==> config.mk <==
export PLATFORM = sky130hd
export DESIGN_NAME = spi_cmd_ctrl
export DESIGN_NICKNAME = d
export VERILOG_FILES = /design/src/rtl/spi_cmd_ctrl.sv
export SDC_FILE = /design/constraint.sdc
export NUM_CORES = 1
export LEC_CHECK = 0
export BUFFER_PORTS_ARGS = -buffer_cell sky130_fd_sc_hd__buf_2
export CELL_PAD_IN_SITES_DETAIL_PLACEMENT = 1
export CELL_PAD_IN_SITES_GLOBAL_PLACEMENT = 2
export CORE_ASPECT_RATIO = 2
export CORE_MARGIN = 5
export CORE_UTILIZATION = 22
export DETAILED_ROUTE_END_ITERATION = 10
export GPL_TIMING_DRIVEN = 0
export PLACE_DENSITY = 0.85
export RECOVER_POWER = 50
export SYNTH_ARGS = -nofsm -noshare
export SYNTH_HDL_FRONTEND = slang
export SYNTH_SLANG_ARGS = --single-unit
==> constraint.sdc <==
create_clock -name CLK -period 1.77 [get_ports CLK]
set_input_delay 0.177 -clock CLK [delete_from_list [all_inputs] [get_ports CLK]]
set_output_delay 0.177 -clock CLK [all_outputs]
set_load 0.01 [all_outputs]
==> src/rtl/spi_cmd_ctrl.sv <==
// Command layer behind the SPInew slave: decodes 16-bit commands, drives a 16x8 register bank,
// arms replies and long inbound payloads. Define SPI_CMD_TIMEOUT_EN to add a LONG_WAIT timeout.
module spi_cmd_ctrl #(
`ifdef SPI_CMD_TIMEOUT_EN
    parameter int unsigned TIMEOUT_CYCLES = 1000000,
`endif
    parameter logic [7:0] STATUS_TAG = 8'hA5
) (
    input  logic        CLK,
    input  logic        RST,
    input  logic        received,
    input  logic [15:0] received_data,
    input  logic [63:0] long_dataIN,
    input  logic        busy,
    output logic        send_trigger,
    output logic [2:0]  SPI_MSG_TYPE,
    output logic [63:0] output_data,
    output logic        LongMsgComing,
    output logic [3:0]  InMsgByteCount,
    output logic        reg_wr,
    output logic [3:0]  reg_addr,
    output logic [7:0]  reg_wdata,
    input  logic [7:0]  reg_rdata,
    output logic [63:0] payload,
    output logic        payload_valid,
    output logic [7:0]  err_cnt
);

    localparam logic [2:0] S_IDLE       = 3'd0;
    localparam logic [2:0] S_EXEC       = 3'd1;
    localparam logic [2:0] S_TX_ARM     = 3'd2;
    localparam logic [2:0] S_TX_WAIT_HI = 3'd3;
    localparam logic [2:0] S_TX_WAIT_LO = 3'd4;
    localparam logic [2:0] S_LONG_WAIT  = 3'd5;

    logic [2:0]  state;
    logic        exec_wait;
    logic [3:0]  cmd_op;
    logic [3:0]  cmd_addr;
    logic [7:0]  cmd_data;
    logic [3:0]  arm_n;
    logic        arm_ok;
    logic        err_event;
    logic [63:0] long_mask;
`ifdef SPI_CMD_TIMEOUT_EN
    logic [31:0] timer;
    logic        timeout_hit;
`endif

    assign cmd_op   = received_data[15:12];
    assign cmd_addr = received_data[11:8];
    assign cmd_data = received_data[7:0];
    assign arm_n    = received_data[3:0];
    assign arm_ok   = (arm_n != 4'd0) && (arm_n <= 4'd8);

`ifdef SPI_CMD_TIMEOUT_EN
    // A message arriving on the last cycle still wins over the timeout.
    assign timeout_hit = (state == S_LONG_WAIT) && !received &&
                         (timer == TIMEOUT_CYCLES - 32'd1);
`endif

    always_comb begin
        long_mask = '0;
        for (int i = 0; i < 8; i++) begin
            long_mask[i*8 +: 8] = {8{4'(i) < InMsgByteCount}};
        end
    end

    always_comb begin
        err_event = 1'b0;
        if (received) begin
            case (state)
                S_IDLE: begin
                    case (cmd_op)
                        4'h1, 4'h2, 4'h3: err_event = 1'b0;
                        4'h4:             err_event = !arm_ok;
                        default:          err_event = 1'b1;
                    endcase
                end
                S_LONG_WAIT: err_event = 1'b0;
                default:     err_event = 1'b1;
            endcase
        end
`ifdef SPI_CMD_TIMEOUT_EN
        if (timeout_hit) begin
            err_event = 1'b1;
        end
`endif
    end

    always_ff @(posedge CLK) begin
        if (RST) begin
            state          <= S_IDLE;
            exec_wait      <= 1'b0;
            send_trigger   <= 1'b0;
            SPI_MSG_TYPE   <= 3'b000;
            output_data    <= '0;
            LongMsgComing  <= 1'b0;
            InMsgByteCount <= 4'd0;
            reg_wr         <= 1'b0;
            reg_addr       <= 4'd0;
            reg_wdata      <= 8'd0;
            payload        <= '0;
            payload_valid  <= 1'b0;
            err_cnt        <= 8'd0;
`ifdef SPI_CMD_TIMEOUT_EN
            timer          <= 32'd0;
`endif
        end else begin
            reg_wr        <= 1'b0;
            payload_valid <= 1'b0;
            if (err_event && (err_cnt != 8'hFF)) begin
                err_cnt <= err_cnt + 8'd1;
            end
            case (state)
                S_IDLE: begin
                    if (received) begin
                        case (cmd_op)
                            4'h1: begin
                                reg_wr    <= 1'b1;
                                reg_addr  <= cmd_addr;
                                reg_wdata <= cmd_data;
                            end
                            4'h2: begin
                                reg_addr  <= cmd_addr;
                                exec_wait <= 1'b0;
                                state     <= S_EXEC;
                            end
                            4'h3: begin
                                output_data  <= {40'h0, STATUS_TAG, err_cnt,
                                                 5'b0, LongMsgComing, 2'b0};
                                SPI_MSG_TYPE <= 3'b011;
                                state        <= S_TX_ARM;
                            end
                            4'h4: begin
                                if (arm_ok) begin
                                    LongMsgComing  <= 1'b1;
                                    InMsgByteCount <= arm_n;
                                    state          <= S_LONG_WAIT;
`ifdef SPI_CMD_TIMEOUT_EN
                                    timer          <= 32'd0;
`endif
                                end
                            end
                            default: ;
                        endcase
                    end
                end
                // reg_rdata lags reg_addr by one cycle, so sample on the second EXEC cycle.
                S_EXEC: begin
                    if (!exec_wait) begin
                        exec_wait <= 1'b1;
                    end else begin
                        output_data  <= {48'h0, 4'h0, reg_addr, reg_rdata};
                        SPI_MSG_TYPE <= 3'b010;
                        state        <= S_TX_ARM;
                    end
                end
                S_TX_ARM: begin
                    send_trigger <= 1'b1;
                    state        <= S_TX_WAIT_HI;
                end
                S_TX_WAIT_HI: begin
                    if (busy) begin
                        send_trigger <= 1'b0;
                        state        <= S_TX_WAIT_LO;
                    end
                end
                S_TX_WAIT_LO: begin
                    if (!busy) begin
                        state <= S_IDLE;
                    end
                end
                S_LONG_WAIT: begin
                    if (received) begin
                        payload        <= long_dataIN & long_mask;
                        payload_valid  <= 1'b1;
                        LongMsgComing  <= 1'b0;
                        InMsgByteCount <= 4'd0;
                        state          <= S_IDLE;
                    end
`ifdef SPI_CMD_TIMEOUT_EN
                    else if (timeout_hit) begin
                        LongMsgComing  <= 1'b0;
                        InMsgByteCount <= 4'd0;
                        state          <= S_IDLE;
                    end else begin
                        timer <= timer + 32'd1;
                    end
`endif
                end
                default: state <= S_IDLE;
            endcase
        end
    end

endmodule

## Yosys cells after proc, flatten, opt, wreduce, memory -nomap -nowiden

Index checks and enable logic that the tools add are counted.

- Bitwise operators: 4
- Equality and inequality tests: 21
- Mux-type cells: 35
- $add $sub $neg: 1
- Reduce and logical (&&, ||, !) cells: 20
- Order comparisons: 9

Operators by type and width:

| operator | count |
|---|---|
| $mux 64 | 3 |
| $pmux 64 s2 | 1 |
| $and 64x64->64 | 1 |
| $mux 3 | 8 |
| $pmux 3 s6 | 1 |
| $lt 3x4->1 const A | 4 |
| $mux 4 | 4 |
| $ne 2x2->1 const B | 6 |
| $mux 1 | 10 |
| $pmux 1 s2 | 5 |
| $pmux 3 s3 | 1 |
| $reduce_and 3->1 | 3 |
| $add 8x1->8 const B | 1 |
| $eq 4x2->1 const B | 2 |
| $lt 1x4->1 const A | 2 |
| $lt 2x4->1 const A | 2 |
| $ne 8x8->1 const B | 1 |
| $pmux 4 s2 | 1 |
| $reduce_and 7->1 | 1 |
| $eq 3x2->1 const B | 2 |
| $eq 3x3->1 const B | 2 |
| $ne 2x1->1 const B | 3 |
| $pmux 3 s2 | 1 |
| $reduce_bool 2->1 | 3 |
| 16 further kinds | 22 |

- Logic and storage cells: 103
- Register bits after elaboration: 163
- Bits of input ports: 92
- Output and inout bits: 159

## Logic depth before layout (Yosys ltp)

- Word-level depth: 7
- Mapped depth: 8
- Depth with buffers taken out: 6

## Worst setup path after synthesis

Ideal clock, no wire load.

- Path kind: register to register
- Start: register state[1]
- End: register payload[23]
- Path buffers: 4
- Setup slack: -0.123 ns
- Arrival time: 1.765 ns
- Period minus slack after synthesis: 1.893 ns
- Library setup time: 0.128 ns
- Required time: 1.642 ns
- Cell stages (with the launch flop): 9
- Path through: dfxtp_1 > clkbuf_1 > nand3b_1 > or2_2 > buf_2 > clkbuf_1 > buf_2 > a22oi_1 > nor2_1

- Word-level cells in the longest chain between the ends: 2

RTL lines:

| element | line | text |
|---|---|---|
| start: declaration | 36 | `logic [2:0] state;` |
| start signal: assignment | 93 | `state <= S_IDLE;` |
| start signal: assignment | 127 | `state <= S_EXEC;` |
| start signal: assignment | 133 | `state <= S_TX_ARM;` |
| $eq 3x3->1 | 115 | `case (state)` |
| $reduce_and 2->1 (no source line) | - |  |
| end signal: assignment | 176 | `payload <= long_dataIN & long_mask;` |
| end: declaration | 24 | `output logic [63:0] payload,` |

No other way between the ends.
A chain may end at the register's enable or synchronous reset.

## Worst setup path in the final report

- Start: register state[0]
- End: register output_data[9]

- Word-level cells in the longest chain between the ends: 3
- Elaborated cells between the ends (all ways): 8
- Classes of those cells: 4 x eq/ne; 1 x mux; 3 x reduce/logical

RTL lines:

| element | line | text |
|---|---|---|
| $eq 3x1->1 or $logic_not 3->1 (tied branches) | 115 |  |
| $ne 2x2->1 (no source line), or another cell as far along | - |  |
| $reduce_and 4->1 (no source line) | - |  |
| end signal: assignment | 130 | `output_data <= {40'h0, STATUS_TAG, err_cnt,` |
| end signal: assignment | 154 | `output_data <= {48'h0, 4'h0, reg_addr, reg_rdata};` |
| end: declaration | 17 | `output logic [63:0] output_data,` |

Parallel ways exist; a longest one is shown, timed or not.

==> flow_metrics.tcl <==
set metrics [dict create \
    yosysWarnings 0 \
    cp-end-kind "flop" \
    vias_per_cell 4.44 \
    arrival_ps 2130 \
    start_kind "flop" \
    drcViolationCount 0 \
    min_period_over_period_pct 101 \
    dieWidth_um 113 \
    root_buffer "clkbuf_16" \
    fin_setup_tns_ps -21.2 \
    hpwl_um 14800 \
    synth_top_family_by_area "simple AND/OR/NAND/NOR gates" \
    overflow 0 \
    slew_headroom_pct 52.1 \
    synth_edf_count 0 \
    synth.cell_area_mm2 0.00471 \
    synthAdderAreaFrac_pct 0.266 \
    start_util_pct 22.4 \
    grt_max_degree 17 \
    synthXorXnorAreaFrac_pct 1.49 \
    cp_slowest_stage_delay_ps 430 \
    power_w 0.00687 \
    drive_above_1_share_pct 29.8 \
    synth_cells 538 \
    dr.pass1.iters 4 \
    grt_pass1_vias 5642 \
    dpl.cell_count 1055 \
    ant_nets 0 \
    period_needed_ps 1790 \
    syn2layout_area_growth_pct 64.7 \
    placementRows 75 \
    critical_path_class "reg -> reg" \
    min_path_type "in -> reg" \
    vias 5135 \
    async_reset_ff_share_pct 0 \
    synth_cell_type_count 43 \
    status "finished with violations" \
    nNetsFinal 968 \
    clock_latency_ps 430 \
    setup_viol 1 \
    powerDensity_mw_per_mm2 886 \
    cts_tree "yes" \
    cts.sinks 114 \
    core_mm2 0.0210 \
    synth_top_area_share_pct 48.4 \
    worst_slack_ps -21.2 \
    finalNonFillerCells 1157 \
    cts.clk_slew.worst_paths_ps 50 \
    violations "setup timing" \
    grt_setup_unrepaired "true" \
    grt_pass1_wl_um 30500 \
    fin_worst_skew_ps 7.95 \
    drt-wirelength-per-cell_um 17.3 \
    htree_levels 4 \
    syn_avg_cell_area_um2 8.76 \
    antenna_found_initial 2 \
    synthMuxAreaShare_pct 2.76 \
    cp.required_ps 2110 \
    cp_common_cell "buf_6" \
    crit_chain "or3_4 > nor3b_4 > a21o_1 > buf_6 > buf_6 > nor2_2 > a311oi_1" \
    cp_max_fo 6 \
    cts_buffers 17 \
    routed_wl_um 20000 \
    clockBufferDepth 2 \
    grt.total_usage_pct 16.2 \
    gp_congestion 0.762 \
    synth_seq_area_share_pct 48.4 \
    design_area_mm2 0.00776 \
    final_common_cell "clkbuf_1" \
    drt_iter0_drc 184 \
    drv_cap 0 \
    port_buffers 204 \
    yosysTopAreaCell "dfxtp_1" \
    tightest_slew_ps 712 \
    placed_area_mm2 0.00635 \
    cp_slowest_cell "or3_4" \
    io_pins 251 \
    vdd_drop_max_uv 449 \
    hold_violations 0 \
    final_cell_mix "clkbuf_1 (116), dfxtp_1 (111), buf_2 (106), nor2_1 (77), buf_4 (64)" \
    synth_compound_area_share_pct 16.0 \
    synth_simple_gate_area_share_pct 19.8 \
    leakagePower_nw 3.19 \
    synthFlopType "dfxtp_1" \
    synth-seq-cells 114 \
    synthTopCellsByArea "dfxtp_1 (48%), buf_4 (8.0%), nor2_1 (6.6%)" \
    fp.dieArea_mm2 0.0246 \
    fmax_mhz 558 \
    die_h_um 217 \
    drv_slew 0 \
]
## cell type report
type                       instances  area [um^2]
fill                            2601        13300
multi-input combinational        381         2360
sequential                       114         2290
timing repair buffer             280         1650
buffer                            77          558
clock buffer                      23          458
tap                              269          337
clock inverter                     7         85.1
inverter                           4         15.0
antenna                            2         5.00
## per-stage QoR
| stage | util [%] | worst slack, ps | hold slack [ps] |
|---|---|---|---|
| global placement | 30.2 | -556 | 388 |
| finish | 36.9 | -21.2 | 16.0 |
| floorplan | - | -14.1 | 303 |
| global route | 36.9 | -85.7 | 5.66 |
| detailed placement | 30.2 | -613 | 394 |
| CTS | 36.7 | -37.5 | 0.100 |
## per-layer routing
| layer | GRT usage (%) | wire, um | up-vias |
|---|---|---|---|
| li1 | - | - | 2454 |
| met1 | 15.0 | 6860 | 2443 |
| met2 | 31.1 | 11200 | 190 |
| met3 | 4.22 | 1090 | 48 |
| met4 | 9.27 | 830 | 0 |
| met5 | 0 | 0 | - |
## logic make-up (layout without fill, tap and decap cells)
group           after synthesis  in the layout
flops                       114            114
other cells                   1             47
mux                          13             13
xor+xnor                      8              8
compound gates              111            111
buf+inv                      87            391
fa+ha+maj                     1              1
simple gates                203            203
## state kept, by name (all words and copies together), names as in the netlist
name            cells
payload            64
output_data        16
err_cnt             8
reg_wdata           8
InMsgByteCount      4
reg_addr            4
state               3
SPI_MSG_TYPE        2
LongMsgComing       1
exec_wait           1
payload_valid       1
reg_wr              1
send_trigger        1
## where the power goes
| part | leakage (nW) | switching [W] | internal, W |
|---|---|---|---|
| Clock | 0.270 | 0.00118 | 0.00207 |
| Sequential | 0.921 | 0.0000593 | 0.00262 |
| Combinational | 2.00 | 0.000478 | 0.000462 |
## cells in the mapped netlist, types with 4 or more instances
library cell and instances:
a311oi_1 5, nand3_1 38, a22oi_1 41, dfxtp_1 114
buf_4 50, a21oi_1 41, a22o_1 7, nor2_1 83
buf_2 9, nand2_1 47, nor3_1 5, xnor2_1 7
nor4_1 5, inv_1 4, and3_1 5, mux2i_1 13
nand3b_1 5, clkbuf_1 21
## worst paths after layout
| check | slack, ps | cells past startpoint | start | to |
|---|---|---|---|---|
| setup reg to reg | -20 | 7 | state[0]$_SDFFE_PP0P_ | output_data[9]$_SDFFE_PP0P_ |
| hold / removal | 20 | 3 | long_dataIN[51] | payload[51]$_SDFFE_PP0P_ |
| hold reg to reg | 450 | 2 | payload[57]$_SDFFE_PP0P_ | payload[57]$_SDFFE_PP0P_ |
| setup / recovery | -20 | 7 | state[0]$_SDFFE_PP0P_ | output_data[9]$_SDFFE_PP0P_ |
## what timing repair did
| action | 4_1_cts | 5_1_grt |
|---|---|---|
| hold endpoints to repair | 58 | 1 |
| resized for setup | 39 | 33 |
| buffers inserted | 14 | 4 |
| endpoints found under the setup margin | 112 | 102 |
| pin swaps | 8 | 10 |
| hold buffers | 58 | 1 |
## critical path, delay by kind of cell (launching register included)
kind,cells,cell delay [ps]
AO/OA/AOI/OAI,2,370
buffers and inverters,2,250
flip-flops,1,350
AND/OR/NAND/NOR,3,730
Note: power is estimated with default switching activity, not from simulation.
